==> config.mk <==
export PLATFORM = sky130hd
export DESIGN_NAME = tqv_bus_initiator
export DESIGN_NICKNAME = d
export VERILOG_FILES = /design/src/rtl/tqv_bus_initiator.sv
export SDC_FILE = /design/constraint.sdc
export NUM_CORES = 1
export LEC_CHECK = 0
export CORE_MARGIN = 2
export CORE_UTILIZATION = 40
export DETAILED_ROUTE_END_ITERATION = 8
export GPL_TIMING_DRIVEN = 1
export PLACE_DENSITY = 0.84
export SLEW_MARGIN = 20
export SYNTH_ARGS = -nofsm -noshare
export SYNTH_HDL_FRONTEND = slang
export SYNTH_SLANG_ARGS = --single-unit
==> constraint.sdc <==
create_clock -name clk -period 2.8 [get_ports clk]
set_clock_uncertainty 0.1 [all_clocks]
set_input_delay 0.7 -clock clk [delete_from_list [all_inputs] [get_ports clk]]
set_output_delay 0.7 -clock clk [all_outputs]
set_load 0.01 [all_outputs]
==> src/rtl/tqv_bus_initiator.sv <==
// Command/response front end that runs single 8/16/32-bit transfers on the TQV peripheral bus.
// Define TQV_BUS_INIT_READMASK_EN to zero-extend read data to the transfer size.
`timescale 1ns/1ps
module tqv_bus_initiator #(
  parameter int TIMEOUT = 16
) (
  input  logic        clk,
  input  logic        rst_n,
  input  logic        cmd_valid,
  output logic        cmd_ready,
  input  logic        cmd_write,
  input  logic [1:0]  cmd_size,
  input  logic [5:0]  cmd_addr,
  input  logic [31:0] cmd_wdata,
  output logic        rsp_valid,
  input  logic        rsp_ready,
  output logic [31:0] rsp_rdata,
  output logic        rsp_err,
  output logic [5:0]  address,
  output logic [31:0] data_in,
  output logic [1:0]  data_write_n,
  output logic [1:0]  data_read_n,
  input  logic [31:0] data_out,
  input  logic        data_ready,
  input  logic        user_interrupt,
  output logic        irq_rise
);

  typedef enum logic [1:0] {IDLE = 2'd0, BUS = 2'd1, RESP = 2'd2} state_t;

  localparam int CNT_W = (TIMEOUT > 1) ? $clog2(TIMEOUT) : 1;

  state_t           state, state_nxt;
  logic             write_q;
  logic [1:0]       size_q;
  logic [CNT_W-1:0] wait_cnt;
  logic             irq_q;
  logic             accept, rd_done, rd_timeout;
  logic [31:0]      rd_data;

`ifdef TQV_BUS_INIT_READMASK_EN
  function automatic logic [31:0] mask_by_size(input logic [31:0] d, input logic [1:0] sz);
    case (sz)
      2'b00:   return {24'd0, d[7:0]};
      2'b01:   return {16'd0, d[15:0]};
      default: return d;
    endcase
  endfunction

  assign rd_data = mask_by_size(data_out, size_q);
`else
  assign rd_data = data_out;
`endif

  assign accept  = cmd_valid && cmd_ready;
  assign rd_done = (state == BUS) && !write_q && data_ready;
  // data_ready on the final allowed cycle wins over the timeout
  assign rd_timeout = (TIMEOUT != 0) && (state == BUS) && !write_q && !data_ready &&
                      (wait_cnt == CNT_W'(TIMEOUT - 1));

  always_ff @(posedge clk or negedge rst_n) begin
    if (!rst_n) state <= IDLE;
    else        state <= state_nxt;
  end

  always_comb begin
    state_nxt = state;
    case (state)
      IDLE:    if (accept) state_nxt = (cmd_size == 2'b11) ? RESP : BUS;
      BUS:     if (write_q || rd_done || rd_timeout) state_nxt = RESP;
      RESP:    if (rsp_ready) state_nxt = IDLE;
      default: state_nxt = IDLE;
    endcase
  end

  always_comb begin
    cmd_ready    = rst_n && (state == IDLE);
    rsp_valid    = (state == RESP);
    data_write_n = ((state == BUS) &&  write_q) ? size_q : 2'b11;
    data_read_n  = ((state == BUS) && !write_q) ? size_q : 2'b11;
  end

  always_ff @(posedge clk or negedge rst_n) begin
    if (!rst_n) begin
      write_q   <= 1'b0;
      size_q    <= 2'b11;
      address   <= '0;
      data_in   <= '0;
      wait_cnt  <= '0;
      rsp_rdata <= '0;
      rsp_err   <= 1'b0;
    end else begin
      if (accept) begin
        write_q <= cmd_write;
        size_q  <= cmd_size;
        address <= cmd_addr;
        data_in <= cmd_wdata;
        if (cmd_size == 2'b11) begin
          rsp_rdata <= '0;
          rsp_err   <= 1'b1;
        end
      end
      if ((state == BUS) && !write_q) wait_cnt <= wait_cnt + 1'b1;
      else                            wait_cnt <= '0;
      if ((state == BUS) && write_q) begin
        rsp_rdata <= '0;
        rsp_err   <= 1'b0;
      end else if (rd_done) begin
        rsp_rdata <= rd_data;
        rsp_err   <= 1'b0;
      end else if (rd_timeout) begin
        rsp_rdata <= '0;
        rsp_err   <= 1'b1;
      end
    end
  end

  // Interrupt edge detect runs regardless of bus activity
  always_ff @(posedge clk or negedge rst_n) begin
    if (!rst_n) irq_q <= 1'b0;
    else        irq_q <= user_interrupt;
  end

  assign irq_rise = rst_n && user_interrupt && !irq_q;

endmodule

==> impl_metrics.prom, run 1 <==
# TYPE chip_impl_metric gauge
chip_impl_info{name="status",value="complete, no violations"} 1
chip_impl_metric{name="drive_gt1_frac",unit=""} 0.193
chip_impl_metric{name="power_frac_comb",unit=""} 0.429
chip_impl_metric{name="largest_net_degree_at_the_start_of_global_routing",unit=""} 42
chip_impl_info{name="synth_area_leaders",value="dfrtp_1 (63%), mux2_2 (15%), a32o_1 (10%), dfstp_2 (1.7%), buf_6 (1.4%)"} 1
chip_impl_metric{name="overall_die_area",unit="um^2"} 8510
chip_impl_metric{name="diodes",unit=""} 0
chip_impl_metric{name="powerDensity",unit="nW/um^2"} 985
chip_impl_metric{name="route.vias.total",unit=""} 2364
chip_impl_metric{name="max_cap_viol_count",unit=""} 0
chip_impl_info{name="final_cell_mix",value="clkdlybuf4s50_1 (153), dfrtp_1 (79), mux2_2 (41)"} 1
chip_impl_info{name="setup.worst_path.end_class",value="output port"} 1
chip_impl_metric{name="track_usage",unit=""} 0.179
chip_impl_metric{name="cp.arrival",unit="ps"} 1870
chip_impl_info{name="clock_root_cell",value="clkbuf_8"} 1
chip_impl_metric{name="syn_nets",unit=""} 286
chip_impl_metric{name="boundaryPins",unit=""} 157
chip_impl_metric{name="synth_warnings",unit=""} 0
chip_impl_metric{name="worst_slew_slack_as_a_fraction_of_its_limit",unit=""} 0.616
chip_impl_metric{name="drt-total-wl",unit="mm"} 7.42
chip_impl_metric{name="synthesis.area_per_instance",unit="um^2"} 15.1
chip_impl_info{name="cp-start-kind",value="input port"} 1
chip_impl_metric{name="first_global_vias",unit=""} 2432
chip_impl_metric{name="async_flop_share",unit=""} 1.00
chip_impl_metric{name="post-cts-setup-buffer-count",unit=""} 0
chip_impl_metric{name="filler_cell_count",unit=""} 589
chip_impl_metric{name="hold_ws",unit="ps"} 259
chip_impl_metric{name="grt.overflow.total",unit=""} 0
chip_impl_metric{name="layout.nets",unit=""} 443
chip_impl_metric{name="synth_compound_gate_area_share",unit=""} 0.115
chip_impl_metric{name="met1_usage",unit=""} 0.216
chip_impl_metric{name="met2_usage",unit=""} 0.297
chip_impl_metric{name="core",unit="um^2"} 7650
chip_impl_metric{name="route.detailed.drc",unit=""} 0
chip_impl_metric{name="placed_area",unit="um^2"} 4790
chip_impl_metric{name="placement.io_buffers",unit=""} 156
chip_impl_metric{name="dp.final_hpwl",unit="mm"} 5.45
chip_impl_info{name="path_common_cell",value="clkdlybuf4s50_1"} 1
chip_impl_metric{name="post-route-period-util",unit=""} 0.954
chip_impl_metric{name="detail_route.vias_per_cell",unit=""} 5.03
chip_impl_metric{name="reg_to_reg_slack_setup",unit="ps"} 720
chip_impl_metric{name="peakVddDrop",unit="V"} 0.000513
chip_impl_metric{name="antenna_found_initial",unit=""} 0
chip_impl_metric{name="numCtsBuffers",unit=""} 9
chip_impl_metric{name="global_route.usage.met3",unit=""} 0.0551
chip_impl_metric{name="timing.final.hold_violations",unit=""} 0
chip_impl_info{name="layout_commonest_cell",value="clkdlybuf4s50_1"} 1
chip_impl_info{name="criticalPathCategory",value="in2out"} 1
chip_impl_info{name="grt_setup_unrepaired",value="no"} 1
chip_impl_metric{name="detailedRoute.firstIterationViolations",unit=""} 77
chip_impl_info{name="post-synth-top-area-cell",value="dfrtp_1"} 1
chip_impl_metric{name="syn-instance-count",unit=""} 206
chip_impl_info{name="hold_path.class",value="in2async"} 1
chip_impl_metric{name="drt_pre_antenna_iters",unit=""} 4
chip_impl_metric{name="muxShareOfSynthArea",unit=""} 0.148
chip_impl_metric{name="report.final.setup_viol",unit=""} 0
chip_impl_metric{name="power.static_leakage",unit="uW"} 0.00208
chip_impl_metric{name="synth_area",unit="um^2"} 3110
chip_impl_metric{name="cellInternalPower",unit="uW"} 3490
chip_impl_metric{name="worst-path-max-fanout",unit=""} 2
chip_impl_metric{name="floorplan.die.width",unit="um"} 92.2
chip_impl_metric{name="clockBufferDepth",unit=""} 2
chip_impl_info{name="globalRoute.busiestLayer",value="met2"} 1
chip_impl_metric{name="seqPwrFrac",unit=""} 0.399
chip_impl_metric{name="synth_enable_flop_cells",unit=""} 0
chip_impl_metric{name="finalWorstPathRequiredPeriod",unit="ps"} 2670
chip_impl_metric{name="utilization",unit=""} 0.652
chip_impl_metric{name="initial_utilization",unit=""} 0.407
chip_impl_metric{name="cts_htree_levels",unit=""} 3
chip_impl_info{name="dominant_combinational_cell_family_by_area_after_synthesis",value="multiplexers"} 1
chip_impl_metric{name="setup_ws",unit="ps"} 130
chip_impl_metric{name="worst_setup_slack_before_clock_tree_synthesis",unit="ps"} 124
chip_impl_metric{name="die_h",unit="um"} 92.2
chip_impl_metric{name="synth_xor_area_frac",unit=""} 0.00562
chip_impl_info{name="synthFlopType",value="dfrtp_1"} 1
chip_impl_metric{name="synth_simple_gate_area_frac",unit=""} 0.0410
chip_impl_metric{name="maxSlewViolCount",unit=""} 0
chip_impl_metric{name="timing.setup.tns",unit="ps"} 0
chip_impl_metric{name="post_drt_wl_per_cell",unit="um"} 15.8
chip_impl_metric{name="netSwitchingPower",unit="uW"} 1420
chip_impl_metric{name="layout-area-overhead-vs-synth",unit="%"} 60.1
chip_impl_metric{name="power.clock.fraction",unit=""} 0.172
chip_impl_metric{name="cp.required",unit="ps"} 2000
chip_impl_metric{name="insertion_delay",unit="ps"} 340
chip_impl_metric{name="gp_congestion",unit=""} 0.738
chip_impl_info{name="cts_tree",value="yes"} 1
chip_impl_metric{name="synth_top_area_frac",unit=""} 0.635
chip_impl_info{name="cp_slowest_cell",value="clkdlybuf4s50_1"} 1
chip_impl_metric{name="drt.antenna.violating_nets",unit=""} 0
chip_impl_metric{name="ys_seq_area_frac",unit=""} 0.652
chip_impl_metric{name="worst-slew-pin-transition",unit="ps"} 576
chip_impl_metric{name="synth.distinct_cells",unit=""} 28
chip_impl_metric{name="cts_hold_repair.buffers",unit=""} 0
chip_impl_metric{name="fmax",unit="GHz"} 0.374
chip_impl_metric{name="clk_pin_slew",unit="ps"} 80
chip_impl_metric{name="yosys_register_bits",unit=""} 81
chip_impl_metric{name="clkSinkCount",unit=""} 81
chip_impl_metric{name="design_area",unit="um^2"} 4980
chip_impl_info{name="path_cells",value="clkdlybuf4s50_1 -> nand2_1 -> nor2_1 -> clkdlybuf4s50_1"} 1
chip_impl_metric{name="grt_pass1_wl",unit="mm"} 11.8
chip_impl_metric{name="placementRows",unit=""} 32
chip_impl_metric{name="switching_share",unit=""} 0.290
chip_impl_metric{name="delay_contributed_by_the_slowest_stage_of_the_critical_path",unit="ps"} 550
chip_impl_metric{name="synth-adder-area-share",unit=""} 0.00402
worst max-delay path: cells and delay by family:
family	cells	cell delay [ps]
buf+inv	2	1020
simple gates	2	150
layer usage:
layer | part of all wire | up-vias
met5 | 0 | -
met4 | 0.025 | 0
met3 | 0.083 | 19
met2 | 0.48 | 113
met1 | 0.41 | 1151
li1 | - | 1081
path summary, 6_finish.rpt:
check	end	cells after the start	from
worst max-delay path	irq_rise	4	user_interrupt
worst min-delay path	state[0]	2	rst_n
worst max register to register	rsp_rdata[9]	5	state[1]
worst min register to register	wait_cnt[0]	1	wait_cnt[0]
max in group asynchronous	size_q[1]	2	rst_n
min in group clk	wait_cnt[0]	1	wait_cnt[0]
flip-flops by register name, summed over array words and instances (netlist names):
register   count
address        6
data_in       32
irq_q          1
rsp_err        1
rsp_rdata     32
size_q         2
state          2
wait_cnt       4
write_q        1
power by group through the flow:
stage	Sequential [uW]	Combinational, uW	Clock [uW]
after floorplan	2190	632	0
after global placement	1960	2100	0
after detailed placement	1990	2140	0
after CTS	1960	2140	873
after global routing	2030	2250	923
final	1960	2110	843
cell usage after synthesis, types with 2 or more instances:
| cell type | n |
|---|---|
| a32o_1 | 31 |
| buf_6 | 4 |
| clkbuf_1 | 11 |
| dfrtp_1 | 79 |
| dfstp_2 | 2 |
| inv_1 | 3 |
| mux2_2 | 41 |
| nand2_1 | 4 |
| nand3_1 | 2 |
| nand3b_1 | 2 |
| nor2_1 | 9 |
| or2_2 | 2 |
timing repair:
item / 4_1_cts / 5_1_grt
setup endpoints to repair: 2 / 0
endpoints found under the hold margin: 0 / 0
gates resized for setup: 2 / 0
cell families (layout without fill, tap and decap cells):
group,count (synthesis),count (layout)
compound gates,37,37
buf+inv,20,182
xor+xnor,2,2
flops,81,81
fa+ha+maj,1,1
mux,41,41
simple gates,24,24
metrics by stage:
step | total power, uW | cells
finish | 4910 | 470
global route | 5200 | 470
CTS | 4980 | 470
detailed placement | 4120 | 454
global placement | 4060 | 454
floorplan | 2820 | 206
area by class of cell:
class	count	area (um^2)	share of cell area
well taps	102	128	0.0256
clock buffers	12	145	0.0291
multi-input cells	105	985	0.198
inverters	3	11.3	0.00226
flip-flops and latches	81	2030	0.407
repair buffers	163	1630	0.328
clock inverters	4	52.6	0.0105
Power figures use the tool's default switching activity.
==> run 2, diff against run 1 <==
Settings changed: CORE_MARGIN 2 to not set, TNS_END_PERCENT set to 50.
==> run 2 against run 1 <==
Compared with the run above: critical path type unchanged; sequential share of layout area down 0.12 points; via count up 0.89%; largest power group unchanged; first-iteration DRC count fell by 14%.
==> impl_metrics.prom, run 2 (same netlist as run 1, synthesis figures left out) <==
# TYPE chip_impl_metric gauge
chip_impl_info{name="status",value="complete, no violations"} 1
chip_impl_metric{name="powerDensity",unit="nW/um^2"} 996
chip_impl_metric{name="route.vias.total",unit=""} 2385
chip_impl_info{name="top_regs",value="data_in (32), rsp_rdata (32), address (6)"} 1
chip_impl_info{name="cp_slowest_cell",value="clkdlybuf4s50_1"} 1
chip_impl_metric{name="dp.final_hpwl",unit="mm"} 5.50
chip_impl_info{name="worstSetupEndpoint",value="irq_rise"} 1
chip_impl_metric{name="timing.final.hold_violations",unit=""} 0
chip_impl_metric{name="cts_htree_levels",unit=""} 3
chip_impl_metric{name="timing.setup.tns",unit="ps"} 0
chip_impl_metric{name="grt_pass1_wl",unit="mm"} 12.8
chip_impl_info{name="cp-start-kind",value="input port"} 1
chip_impl_info{name="criticalPathCategory",value="in2out"} 1
chip_impl_metric{name="peakVddDrop",unit="V"} 0.000540
chip_impl_metric{name="placementRows",unit=""} 31
chip_impl_metric{name="drt.antenna.violating_nets",unit=""} 0
chip_impl_metric{name="detail_route.vias_per_cell",unit=""} 5.10
chip_impl_metric{name="detailedRoute.firstIterationViolations",unit=""} 66
chip_impl_metric{name="boundaryPins",unit=""} 157
chip_impl_metric{name="power.static_leakage",unit="uW"} 0.00209
chip_impl_metric{name="power.total",unit="uW"} 4980
chip_impl_metric{name="post_drt_wl_per_cell",unit="um"} 16.5
chip_impl_metric{name="cp_num_cells",unit=""} 4
chip_impl_metric{name="report.final.setup_viol",unit=""} 0
chip_impl_info{name="clock_root_cell",value="clkbuf_8"} 1
chip_impl_metric{name="drt_pre_antenna_iters",unit=""} 4
chip_impl_metric{name="grt.overflow.total",unit=""} 0
chip_impl_metric{name="first_global_vias",unit=""} 2624
chip_impl_info{name="path_cells",value="clkdlybuf4s50_1 -> nand2_1 -> nor2_1 -> clkdlybuf4s50_1"} 1
chip_impl_metric{name="antenna_found_initial",unit=""} 0
chip_impl_metric{name="maxSlewViolCount",unit=""} 0
chip_impl_metric{name="drt-total-wl",unit="mm"} 7.71
chip_impl_metric{name="place_inst",unit=""} 452
chip_impl_metric{name="cp_num_buf_inv",unit=""} 2
chip_impl_metric{name="clkSinkCount",unit=""} 81
chip_impl_info{name="worst_setup_path_startpoint",value="user_interrupt"} 1
chip_impl_metric{name="overall_die_area",unit="um^2"} 8140
chip_impl_metric{name="worst-path-max-fanout",unit=""} 2
chip_impl_metric{name="cts_hold_repair.buffers",unit=""} 0
chip_impl_metric{name="drive_gt1_frac",unit=""} 0.203
chip_impl_metric{name="core",unit="um^2"} 7370
chip_impl_info{name="worst_r2r_endpoint",value="rsp_rdata[17]"} 1
chip_impl_metric{name="finalWorstPathRequiredPeriod",unit="ps"} 2650
chip_impl_metric{name="numCtsBuffers",unit=""} 9
chip_impl_metric{name="placed_area",unit="um^2"} 4780
chip_impl_metric{name="layout.nets",unit=""} 444
chip_impl_metric{name="cp.arrival",unit="ps"} 1850
chip_impl_info{name="path_common_cell",value="clkdlybuf4s50_1"} 1
chip_impl_info{name="setup.worst_path.end_class",value="output port"} 1
chip_impl_metric{name="floorplan.die.width",unit="um"} 90.2
chip_impl_info{name="layout_commonest_cell",value="clkdlybuf4s50_1"} 1
chip_impl_info{name="cp_top_family",value="buffers and inverters"} 1
chip_impl_metric{name="diodes",unit=""} 0
chip_impl_metric{name="reg_to_reg_slack_setup",unit="ps"} 740
chip_impl_metric{name="delay_contributed_by_the_slowest_stage_of_the_critical_path",unit="ps"} 540
chip_impl_metric{name="post-route-period-util",unit=""} 0.946
chip_impl_metric{name="track_usage",unit=""} 0.202
chip_impl_info{name="final_cell_mix",value="clkdlybuf4s50_1 (153), dfrtp_1 (78), mux2_2 (41)"} 1
chip_impl_metric{name="placement.io_buffers",unit=""} 156
chip_impl_metric{name="layout-area-overhead-vs-synth",unit="%"} 60.6
chip_impl_metric{name="route.detailed.drc",unit=""} 0
chip_impl_info{name="grt_setup_unrepaired",value="no"} 1
chip_impl_info{name="cts_tree",value="yes"} 1
chip_impl_metric{name="final_cell_count_no_fill",unit=""} 468
chip_impl_metric{name="depth_of_the_most_critical_reg_to_reg_path",unit=""} 5
chip_impl_metric{name="gp_congestion",unit=""} 0.734
chip_impl_metric{name="max_cap_viol_count",unit=""} 0
chip_impl_metric{name="largest_net_degree_at_the_start_of_global_routing",unit=""} 56
chip_impl_metric{name="fmax",unit="GHz"} 0.378
chip_impl_info{name="hold_path.class",value="in2async"} 1
chip_impl_metric{name="worst-slew-pin-transition",unit="ps"} 672
chip_impl_metric{name="worst_slew_slack_as_a_fraction_of_its_limit",unit=""} 0.552
chip_impl_info{name="r2r-start",value="write_q"} 1
chip_impl_metric{name="design_area",unit="um^2"} 5000
chip_impl_metric{name="cp.required",unit="ps"} 2000
chip_impl_metric{name="clk_pin_slew",unit="ps"} 80
chip_impl_metric{name="initial_utilization",unit=""} 0.423
chip_impl_metric{name="die_h",unit="um"} 90.2
chip_impl_metric{name="filler_cell_count",unit=""} 555
chip_impl_metric{name="clockBufferDepth",unit=""} 2
chip_impl_metric{name="insertion_delay",unit="ps"} 340
==> run 2: cell count changes in the layout (fill, tap and decap cells not counted) <==
cell,change
clkbuf_8,+2
clkinvlp_4,+2
dfrtp_1,-1
buf_12,-1
clkbuf_1,-2
buf_4,+2
dlygate4sd2_1,-2
clkinv_4,-2
dfrtp_2,+1
dlymetal6s2s_1,+2
==> run 2: what timing repair did <==
action,in CTS,in global routing
buffers inserted,0,0
gates resized for setup,0,3
hold endpoints to repair,0,0
setup endpoints to repair,0,2
==> run 2: area by class of cell <==
class / count / area [um^2] / share of cell area
Clock inverter: 4 / 50.0 / 0.0100
Sequential cell: 81 / 2030 / 0.406
Clock buffer: 12 / 165 / 0.0330
Timing Repair Buffer: 164 / 1640 / 0.327
Tap cell: 99 / 124 / 0.0248
Multi-Input combinational cell: 105 / 985 / 0.197
Inverter: 3 / 11.3 / 0.00225
==> run 2: worst min path at each step <==
stage,slack [ps],to,cells past startpoint
2_1_floorplan,300,address[0],0
3_3_place_gp,340,wait_cnt[0],1
3_5_place_dp,350,wait_cnt[0],1
4_1_cts,100,data_in[1],1
5_1_grt,100,data_in[1],1
6_report,110,data_in[1],1
==> run 2: layer usage <==
metal / track usage / vias to the layer above / share of wire
li1: - / 1078 / -
met4: 0.0672 / 0 / 0.0096
met5: 0 / - / 0
met3: 0.107 / 8 / 0.12
met1: 0.239 / 1178 / 0.40
met2: 0.316 / 121 / 0.47
==> run 2: report_power, final <==
group | switching, uW | internal (uW)
registers | 279 | 1690
logic | 769 | 1350
clock network | 408 | 484
total | 1460 | 3530
==> run 2: stage by stage <==
step,util,setup WS (ps),hold WS (ps)
global route,0.679,62.1,97.5
CTS,0.678,0.376,103
finish,0.679,151,112
global placement,0.649,125,341
floorplan,-,607,304
detailed placement,0.649,138,350
==> run 3, diff against run 2 <==
Settings changed: CAP_MARGIN set to 20.
==> results of run 3 <==
Final layout, timing and power as in run 2 (identical DEF).
